`config.mk`:
```
export PLATFORM = sky130hd
export DESIGN_NAME = edge_pipe_sched
export DESIGN_NICKNAME = d
export VERILOG_FILES = /design/src/rtl/edge_pipe_sched.sv
export SDC_FILE = /design/constraint.sdc
export NUM_CORES = 1
export LEC_CHECK = 0
export CAP_MARGIN = 20
export CORE_AREA = 2 2 79 81
export CTS_CLUSTER_SIZE = 40
export DETAILED_ROUTE_END_ITERATION = 12
export DIE_AREA = 0 0 81 83
export PLACE_DENSITY = 0.7
export SETUP_SLACK_MARGIN = 0.3
export SYNTH_ARGS = -nofsm -noshare
export SYNTH_HDL_FRONTEND = slang
export SYNTH_SLANG_ARGS = --single-unit
```
`constraint.sdc`:
```
create_clock -name clk -period 5.26 [get_ports clk]
set_clock_uncertainty 0.2 [all_clocks]
set_input_delay 0.789 -clock clk [delete_from_list [all_inputs] [get_ports clk]]
set_output_delay 0.789 -clock clk [all_outputs]
set_load 0.02 [all_outputs]
```
`src/rtl/edge_pipe_sched.sv`:
```
// rtl/edge_pipe_sched.sv - raster-locked scheduler for the input FIFO -> edge_detect -> output FIFO path
// Issues all FIFO requests and the kernel enable, commits mode at frame start, flushes between frames.
module edge_pipe_sched #(
  parameter int H_ACTIVE   = 640,
  parameter int V_ACTIVE   = 480,
  parameter int PREFILL    = 642,
  parameter int KERNEL_LAT = 2,
  parameter int FLUSH_MAX  = 2047
) (
  input  logic        clk,
  input  logic        RESET_N,
  input  logic        pix_valid,
  input  logic        vga_vs,
  input  logic [2:0]  mode_sw,
  input  logic        clr_err,
  input  logic [10:0] in_usedw,
  input  logic        in_full,
  input  logic        in_empty,
  input  logic        out_empty,
  output logic        in_wrreq,
  output logic        in_rdreq,
  output logic        out_wrreq,
  output logic        out_rdreq,
  output logic        kern_en,
  output logic [2:0]  mode,
  output logic        edge_sel,
  output logic [9:0]  col,
  output logic [8:0]  row,
  output logic        ovf_err,
  output logic        udf_err,
  output logic [2:0]  state
);

  localparam logic [2:0] S_IDLE    = 3'd0;
  localparam logic [2:0] S_BYPASS  = 3'd1;
  localparam logic [2:0] S_FLUSH   = 3'd2;
  localparam logic [2:0] S_PREFILL = 3'd3;
  localparam logic [2:0] S_RUN     = 3'd4;
  localparam logic [2:0] MODE_EDGE = 3'b110;

  localparam int DLY_W = KERNEL_LAT + 1;
  localparam int FC_W  = $clog2(FLUSH_MAX + 1);
  localparam logic [FC_W-1:0] FLUSH_LAST  = FC_W'(FLUSH_MAX - 1);
  localparam logic [10:0]     PREFILL_LVL = 11'(PREFILL);
  localparam logic [9:0]      H_LAST      = 10'(H_ACTIVE - 1);
  localparam logic [8:0]      V_LAST      = 9'(V_ACTIVE - 1);

  logic [2:0]       state_q, state_d;
  logic [2:0]       sync1_q, sync1_d, sync2_q, sync2_d;
  logic [2:0]       mode_q, mode_d;
  logic             vs_q, vs_d;
  logic [FC_W-1:0]  flush_cnt_q, flush_cnt_d;
  logic [DLY_W-1:0] dly_q, dly_d;
  logic [9:0]       col_q, col_d;
  logic [8:0]       row_q, row_d;
  logic             ovf_q, ovf_d, udf_q, udf_d;
  logic             kern_en_q, kern_en_d, edge_sel_q, edge_sel_d;
  logic             frame_start, edge_mode, wr_want, flush_entry, streaming;

  assign frame_start = vs_q & ~vga_vs;
  assign edge_mode   = (sync2_q == MODE_EDGE);
  assign streaming   = (state_q == S_PREFILL) || (state_q == S_RUN);
  assign flush_entry = (state_d == S_FLUSH) && (state_q != S_FLUSH);

  always_ff @(posedge clk or negedge RESET_N) begin
    if (!RESET_N) begin
      state_q     <= S_IDLE;
      sync1_q     <= '0;
      sync2_q     <= '0;
      mode_q      <= '0;
      vs_q        <= 1'b0;
      flush_cnt_q <= '0;
      dly_q       <= '0;
      col_q       <= '0;
      row_q       <= '0;
      ovf_q       <= 1'b0;
      udf_q       <= 1'b0;
      kern_en_q   <= 1'b0;
      edge_sel_q  <= 1'b0;
    end else begin
      state_q     <= state_d;
      sync1_q     <= sync1_d;
      sync2_q     <= sync2_d;
      mode_q      <= mode_d;
      vs_q        <= vs_d;
      flush_cnt_q <= flush_cnt_d;
      dly_q       <= dly_d;
      col_q       <= col_d;
      row_q       <= row_d;
      ovf_q       <= ovf_d;
      udf_q       <= udf_d;
      kern_en_q   <= kern_en_d;
      edge_sel_q  <= edge_sel_d;
    end
  end

  always_comb begin
    state_d = state_q;
    case (state_q)
      S_IDLE:   if (frame_start) state_d = edge_mode ? S_FLUSH : S_BYPASS;
      S_BYPASS: if (frame_start && edge_mode) state_d = S_FLUSH;
      // A new frame while flushing keeps flushing; the counter restarts below.
      S_FLUSH: begin
        if (!frame_start && ((in_empty && out_empty) || flush_cnt_q == FLUSH_LAST))
          state_d = S_PREFILL;
      end
      S_PREFILL, S_RUN: begin
        if (frame_start)
          state_d = edge_mode ? S_FLUSH : S_BYPASS;
        else if (state_q == S_PREFILL && in_usedw >= PREFILL_LVL)
          state_d = S_RUN;
      end
      default: state_d = S_IDLE;
    endcase
  end

  always_comb begin
    wr_want    = streaming & pix_valid;
    in_wrreq   = wr_want & ~in_full;
    in_rdreq   = 1'b0;
    out_rdreq  = 1'b0;
    case (state_q)
      S_FLUSH: begin
        in_rdreq  = ~in_empty;
        out_rdreq = ~out_empty;
      end
      S_RUN: begin
        in_rdreq  = pix_valid & ~in_empty;
        out_rdreq = pix_valid & ~out_empty;
      end
      default: ;
    endcase
    kern_en_d  = (state_d == S_RUN);
    edge_sel_d = (state_d == S_RUN);
  end

  always_comb begin
    sync1_d = mode_sw;
    sync2_d = sync1_q;
    vs_d    = vga_vs;
    mode_d  = frame_start ? sync2_q : mode_q;

    flush_cnt_d = '0;
    if (state_q == S_FLUSH && state_d == S_FLUSH && !frame_start)
      flush_cnt_d = flush_cnt_q + 1'b1;

    // Only RUN reads carry pixels into the kernel; flush reads are discarded.
    dly_d = {dly_q[DLY_W-2:0], in_rdreq & (state_q == S_RUN)};
    if (frame_start && streaming)
      dly_d = '0;

    col_d = col_q;
    row_d = row_q;
    if (out_wrreq) begin
      if (col_q == H_LAST) begin
        col_d = '0;
        row_d = (row_q == V_LAST) ? 9'd0 : row_q + 9'd1;
      end else begin
        col_d = col_q + 10'd1;
      end
    end
    if (flush_entry) begin
      col_d = '0;
      row_d = '0;
    end

    ovf_d = (wr_want & in_full) | (ovf_q & ~clr_err);
    udf_d = ((state_q == S_RUN) & pix_valid & (in_empty | out_empty)) | (udf_q & ~clr_err);
  end

  assign out_wrreq = dly_q[DLY_W-1];
  assign kern_en   = kern_en_q;
  assign edge_sel  = edge_sel_q;
  assign mode      = mode_q;
  assign col       = col_q;
  assign row       = row_q;
  assign ovf_err   = ovf_q;
  assign udf_err   = udf_q;
  assign state     = state_q;

endmodule

```
## Word-level counts from Yosys, hierarchy flattened

Cells that the tools add are included.

| operators by class | value |
|---|---|
| order comparisons | 1 |
| $add $sub $neg | 3 |
| bitwise operators | 19 |
| eq/ne operators | 11 |
| reduce and logical (&&, ||, !) cells | 16 |
| mux-type cells | 18 |

Operator list:

| cell | number |
|---|---|
| two-way mux 9 bit | 4 |
| two-way mux 10 bit | 3 |
| two-way mux 3 bit | 6 |
| case mux 3 bit (4 select lines) | 1 |
| adder 11 x 1 -> 11 bit, second input constant | 1 |
| bitwise AND 1 bit | 11 |
| equality test 11 bit, second input constant | 1 |
| greater-or-equal comparator 11 x 10 -> 1 bit, second input constant | 1 |
| two-way mux 11 bit | 1 |
| adder 10 x 1 -> 10 bit, second input constant | 1 |
| equality test 10 bit, second input constant | 1 |
| adder 9 x 1 -> 9 bit, second input constant | 1 |
| equality test 3 x 2 -> 1 bit, second input constant | 3 |
| equality test 3 bit, second input constant | 3 |
| equality test 9 bit, second input constant | 1 |
| logical AND 1 bit | 8 |
| NOT 1 bit | 5 |
| case mux 1 bit (2 select lines) | 2 |
| nonzero test 2 bit | 2 |
| equality test 3 x 1 -> 1 bit, second input constant | 1 |
| logical NOT 3 bit | 1 |
| inequality test 3 x 2 -> 1 bit, second input constant | 1 |
| OR 1 bit | 3 |
| logical OR 1 bit | 2 |
| 4 further kinds | 4 |

| word-level totals | value |
|---|---|
| output and inout bits | 33 |
| logic and storage cells | 80 |
| input bits | 22 |
| flip-flop bits (word level) | 49 |

## Depth between registers and ports, before layout

Gate-level depths: netlist (run 1).

| depth | value |
|---|---|
| depth after elaboration | 10 |
| depth in mapped cells | 7 |
| mapped depth without buffers | 6 |

## Least setup slack after synthesis (run 1)

OpenSTA, ideal clock, no wires.

| timing path | value |
|---|---|
| path kind | input to output |
| start point | input port pix_valid |
| end point | output port in_rdreq |
| path buffers | 0 |
| data arrival time | 1,335 ps |
| data required time | 4,271 ps |
| stages on the path | 3 |
| slack | 2,936 ps |
| cell sequence | nand3b_1 a21o_1 nor2_1 |

| between the ends | value |
|---|---|
| cells in the longest elaborated chain, start to end | 2 |

RTL lines:

| element | line | source |
|---|---|---|
| from (decl) | 12 | `input logic pix_valid,` |
| bitwise AND 1 bit | 128 | `in_rdreq = pix_valid & ~in_empty;` |
| case mux 1 bit (2 select lines) | 122 | `case (state_q)` |
| to (decl) | 21 | `output logic in_rdreq,` |

No other way between the ends.

## Worst setup path after layout (run 1)

| timing path | value |
|---|---|
| start point | input port pix_valid |
| end point | output port out_rdreq |

| between the ends | value |
|---|---|
| cells in the longest elaborated chain, start to end | 2 |

RTL lines:

| element | line | source |
|---|---|---|
| bitwise AND 1 bit | 129 | `out_rdreq = pix_valid & ~out_empty;` |
| case mux 1 bit (2 select lines) | 122 |  |
| to (decl) | 23 | `output logic out_rdreq,` |

No other way between the ends.

==> impl_metrics.tcl, run 1 <==
set metrics [dict create \
    die_h_um 83 \
    mostFrequentLayoutCells "clkdlybuf4s50_1 (52), dfrtp_1 (49), nor2_1 (30)" \
    synth_area_um2 2370 \
    cts-root-buf "clkbuf_8" \
    min_period_ns 3.35 \
    die_x_um 81 \
    post_cts_buffers 0 \
    h-tree-depth 2 \
    gr-total-overflow 0 \
    dpl.hpwl_mm 3.58 \
    cts_tree "done" \
    clkTransAtPathRegs_ns 0.08 \
    rows 28 \
    use_met1_pct 21.7 \
    core_area_um2 5820 \
    total_power_uw 1150 \
    peakVddDrop_v 0.000217 \
    ctsHoldBuffers 0 \
    synthArstFlopShare_pct 100 \
    rsz0062_at_grt "false" \
    num_vias 1905 \
    clk_latency_ns 0.30 \
    grt_use_met2_pct 24.4 \
    num_io_pins 55 \
    place_ws_ns 1.91 \
    worst_ep_required_time_ns 4.27 \
    grt_pass1_wl_mm 8.40 \
    gp_congestion 0.778 \
    crit_type "primary input to output pin" \
    fin_setup_tns_ns 0 \
    syn_inst 237 \
    critical_path_arrival_ns 2.36 \
    clkSinkCount 49 \
    power_frac_seq_pct 45.3 \
    ant_nets 0 \
    clkPwrFrac_pct 24.2 \
    synth_cell_types 43 \
    antenna_found_initial 0 \
    drc_errors 0 \
    hold_violations 0 \
    cp-end-kind "output pin" \
    start_util_pct 40.8 \
    dieArea_um2 6720 \
    cts_buffers 5 \
    max_freq_mhz 298 \
    drtIter0Drc 100 \
    mostFrequentLayoutCell "clkdlybuf4s50_1" \
    nets 316 \
    synthToLayoutAreaGrowth_pct 30.1 \
    grt_max_degree 50 \
    hp-class "flop to flop" \
    power_leakage_uw 0.00127 \
    synthFlopType "dfrtp_1" \
    wl_per_cell_um 13.5 \
    tightest_slew_ns 0.548 \
    synth_edf_count 0 \
    vias_per_cell 5.20 \
    synth_nets 263 \
    p_per_area_nw_per_um2 372 \
    grt_busiest_layer "met2" \
    drive_gt1_share_pct 5.50 \
    port_buffers 53 \
    wirelength_mm 4.96 \
    num_antenna_cells 0 \
    setup_viol 0 \
    final_max_slew_viol_count 0 \
    ys_warn_count 0 \
    power_frac_comb_pct 30.5 \
    grt_pass1_vias 1784 \
    cap_violations 0 \
    synth_seq_cells 49 \
    cp-start-kind "primary input" \
    use_met3_pct 3.70 \
    period_share_pct 63.7 \
    clock_path_buffers 2 \
    grtUsageTotal_pct 15.7 \
    relSlewSlack_pct 63.4 \
    dr.pass1.iters 4 \
    finalWorstSetupSlack_ns 1.91 \
    ctsResizeCount 0 \
    yosysSeqAreaShare_pct 51.7 \
    p_sw_share_pct 33.7 \
    avgSynthCellArea_um2 10.0 \
    p_int_uw 762 \
    power.switching_uw 387 \
    cp_max_fo 4 \
    status "complete, no violations" \
]
==> sequential cells by signal, summed over array words and instances (netlist names) <==
| signal | flops |
|---|---|
| vs_q | 1 |
| sync1_q | 3 |
| state | 3 |
| flush_cnt_q | 11 |
| ovf_err | 1 |
| row | 9 |
| col | 10 |
| edge_sel | 1 |
| sync2_q | 3 |
| mode | 3 |
| udf_err | 1 |
| dly_q | 3 |
==> synth_stat cells, drive strengths merged (2+ instances only) <==
master | number | area [um2]
dfrtp | 49 | 1230
nor2 | 30 | 113
nand2 | 29 | 109
nand3 | 12 | 72.6
nand4 | 12 | 75.1
xor2 | 12 | 105
a21oi | 7 | 35.0
nor2b | 6 | 37.5
xnor2 | 6 | 52.6
and3 | 5 | 31.3
buf | 5 | 38.8
nand2b | 5 | 31.3
and4 | 4 | 37.5
clkbuf | 4 | 15.0
ha | 4 | 50.1
inv | 4 | 15.0
nor3 | 4 | 20.0
nor4 | 4 | 25.0
o21ai | 4 | 20.0
or3 | 4 | 25.0
nand3b | 3 | 22.5
o32ai | 3 | 26.3
a21o | 2 | 15.0
a31oi | 2 | 12.5
mux2i | 2 | 20.0
o21bai | 2 | 15.0
==> layout make-up <==
class                   instances  area (um2)
fillers                       560        2730
repair buffers                 55         553
flip-flops and latches         49        1230
clock buffers                   6        82.6
well taps                      75        93.8
inverters                       4        15.0
clock inverters                 2        37.5
multi-input cells             175        1080
==> worst paths after layout <==
kind	startpoint	to	slack, ns	cells past startpoint
worst max-delay path	pix_valid	out_rdreq	1.91	5
worst min-delay path	sync1_q[2]	sync2_q[2]	0.16	0
worst max register to register	col[0]	row[8]	3.16	5
worst min register to register	sync1_q[2]	sync2_q[2]	0.16	0
max in group asynchronous	RESET_N	dly_q[0]	4.14	2
min in group asynchronous	RESET_N	row[7]	0.22	1
==> metrics by stage <==
stage | cell area, um2 | utilization (%) | hold WS [ns] | instances
detailed placement | 2950 | 50.6 | 0.141 | 357
CTS | 3070 | 52.7 | 0.162 | 365
floorplan | 2370 | - | 0.131 | 237
global placement | 2950 | 50.6 | 0.133 | 357
global route | 3090 | 53.1 | 0.175 | 366
finish | 3090 | 53.1 | 0.157 | 366
==> critical path, cell delays in order <==
cell and delay (ns):
clkdlybuf4s50_1 0.54, nand3b_1 0.09, a21o_1 0.22, nor2_1 0.10
clkdlybuf4s50_1 0.61
==> cells by family (layout without fill, tap and decap cells) <==
logic type      Yosys count  after routing  share of synthesized area [%]
simple gates            123            123                           27.4
compound gates           28             28                           8.44
fa+ha+maj                 4              4                           2.11
xor+xnor                 18             18                           6.65
mux                       2              2                          0.844
buf+inv                  13             67                           2.90
flops                    49             49                           51.7
==> metal layers <==
layer  wire (um)  vias to the layer above  share of wire [%]
met3         241                        8                4.9
met2        2380                       45                 48
met5           0                        -                  0
met1        2280                      907                 46
met4          61                        0                1.2
li1            -                      945                  -
==> power by group through the flow <==
| stage | combinational, uW | clock [uW] | sequential [uW] |
|---|---|---|---|
| final | 351 | 278 | 520 |
| after global routing | 381 | 308 | 533 |
| after CTS | 353 | 288 | 518 |
| after detailed placement | 350 | 0 | 526 |
| after global placement | 345 | 0 | 523 |
| after floorplan | 132 | 0 | 569 |
(Power assumes the default switching activity.)
==> run 2: changes to the inputs <==
Settings changed: PLACE_DENSITY 0.7 to 0.73.
Clock period 5.26 ns to 2.9 ns, I/O delays scaled along.
==> impl_metrics.tcl, run 2 (synthesized netlist as in run 1, its figures left out) <==
set metrics [dict create \
    status "complete, no violations" \
    worst_ep_required_time_ns 2.27 \
    slowest_stage "clkdlybuf4s50_1" \
    drtIter0Drc 105 \
    grt_max_degree 32 \
    hold_violations 0 \
    vias_per_cell 5.37 \
    crit_chain "clkdlybuf4s50_1 > nand3b_1 > a21o_1 > nor2_1 > dlygate4sd2_1" \
    clkSinkCount 49 \
    tightest_slew_ns 0.463 \
    num_io_pins 55 \
    num_vias 1976 \
    nFillCells 544 \
    critPathMaxStageDelay_ns 0.53 \
    setup_viol 0 \
    largest_register_ffs 11 \
    register_area_um2 1230 \
    critical_path_arrival_ns 1.72 \
    core_area_um2 5820 \
    wl_per_cell_um 13.8 \
    ant_nets 0 \
    r2r_end "row[8]" \
    drc_errors 0 \
    fin_setup_tns_ns 0 \
    worstRegToRegCells 5 \
    rows 28 \
    cts_tree "done" \
    die_x_um 81 \
    fin_util_pct 52.9 \
    grt_pass1_vias 1915 \
    antenna_found_initial 0 \
    synthToLayoutAreaGrowth_pct 29.7 \
    min_period_ns 2.35 \
    cts_buffers 5 \
    wirelength_mm 5.06 \
    gp_congestion 0.784 \
    hp-class "flop to flop" \
    period_share_pct 81.2 \
    dpl.hpwl_mm 3.77 \
    dieArea_um2 6720 \
    cp-start-kind "primary input" \
    clock_path_buffers 2 \
    cp-end-kind "output pin" \
    multi_input_area_um2 1080 \
    power_leakage_uw 0.00130 \
    clk_latency_ns 0.29 \
    die_h_um 83 \
    largest_register "flush_cnt_q" \
    mostFrequentLayoutCells "clkdlybuf4s50_1 (49), dfrtp_1 (46), nor2_1 (29), nand2_1 (29)" \
    r2r_slack_ns 0.82 \
    mostFrequentLayoutCell "clkdlybuf4s50_1" \
    peakVddDrop_v 0.000414 \
    rsz0062_at_grt "false" \
    cap_violations 0 \
    max_freq_mhz 425 \
    dr.pass1.iters 4 \
    crit_type "primary input to output pin" \
    grtUsageTotal_pct 16.5 \
    num_antenna_cells 0 \
    critPathLaunch "pix_valid" \
    cp_max_fo 4 \
    final_max_slew_viol_count 0 \
    nets 318 \
    grt_pass1_wl_mm 8.79 \
    clkTransAtPathRegs_ns 0.08 \
    port_buffers 53 \
    drive_gt1_share_pct 7.17 \
    cp-endpoint "in_rdreq" \
    start_util_pct 40.8 \
    reg2reg_from "col[0]" \
    post_cts_buffers 0 \
    relSlewSlack_pct 69.1 \
    p_per_area_nw_per_um2 656 \
    gr-total-overflow 0 \
    cts-root-buf "clkbuf_8" \
    h-tree-depth 2 \
]
[run 2: area by class of cell]
type	count	area share, %
clock buffer	7	3.13
clock inverter	1	0.163
inverter	4	0.488
multi-input combinational	175	35.1
sequential	49	40.0
tap	75	3.05
timing repair buffer	57	18.1
[run 2: repair_timing]
action,CTS,global route
pin swaps,0,0
gates cloned,0,0
hold endpoints to repair,18,0
endpoints found under the setup margin,3,1
hold buffers,1,0
resized for setup,3,4
[run 2: how the worst min path moves through the flow]
stage,from,end,cells after the start
detailed placement,sync1_q[2],sync2_q[2],0
finish,sync1_q[0],sync2_q[0],0
global route,sync1_q[2],sync2_q[2],0
global placement,sync1_q[1],sync2_q[1],0
floorplan,RESET_N,col[0],0
CTS,sync1_q[2],sync2_q[2],0
[run 2: power by group]
group	internal [uW]	switching [uW]
sequential	790	154
combinational	312	330
clock	216	216
[run 2: critical path: cells and delay by family]
| family | cells | cell delay [ns] |
|---|---|---|
| buffers and inverters | 2 | 0.88 |
| AO/OA/AOI/OAI | 1 | 0.23 |
| AND/OR/NAND/NOR | 2 | 0.18 |
[run 2: layer usage]
| layer | global-route usage (%) | vias to the layer above | part of all wire, % |
|---|---|---|---|
| met5 | 0 | - | 0 |
| met4 | 4.47 | 0 | 1.1 |
| met3 | 4.13 | 6 | 5.5 |
| met2 | 28.5 | 58 | 50 |
| met1 | 20.2 | 967 | 43 |
| li1 | - | 945 | - |
[run 2: stage by stage]
step | setup WS [ns] | cell area (um2) | power (uW) | instances | hold WS, ns
floorplan | 0.907 | 2370 | 1270 | 237 | -0.0606
global placement | 0.285 | 2960 | 1580 | 359 | 0.131
detailed placement | 0.256 | 2960 | 1590 | 359 | 0.144
CTS | 0.278 | 3070 | 2040 | 368 | 0.165
global route | 0.453 | 3080 | 2140 | 368 | 0.166
finish | 0.546 | 3080 | 2020 | 368 | 0.159
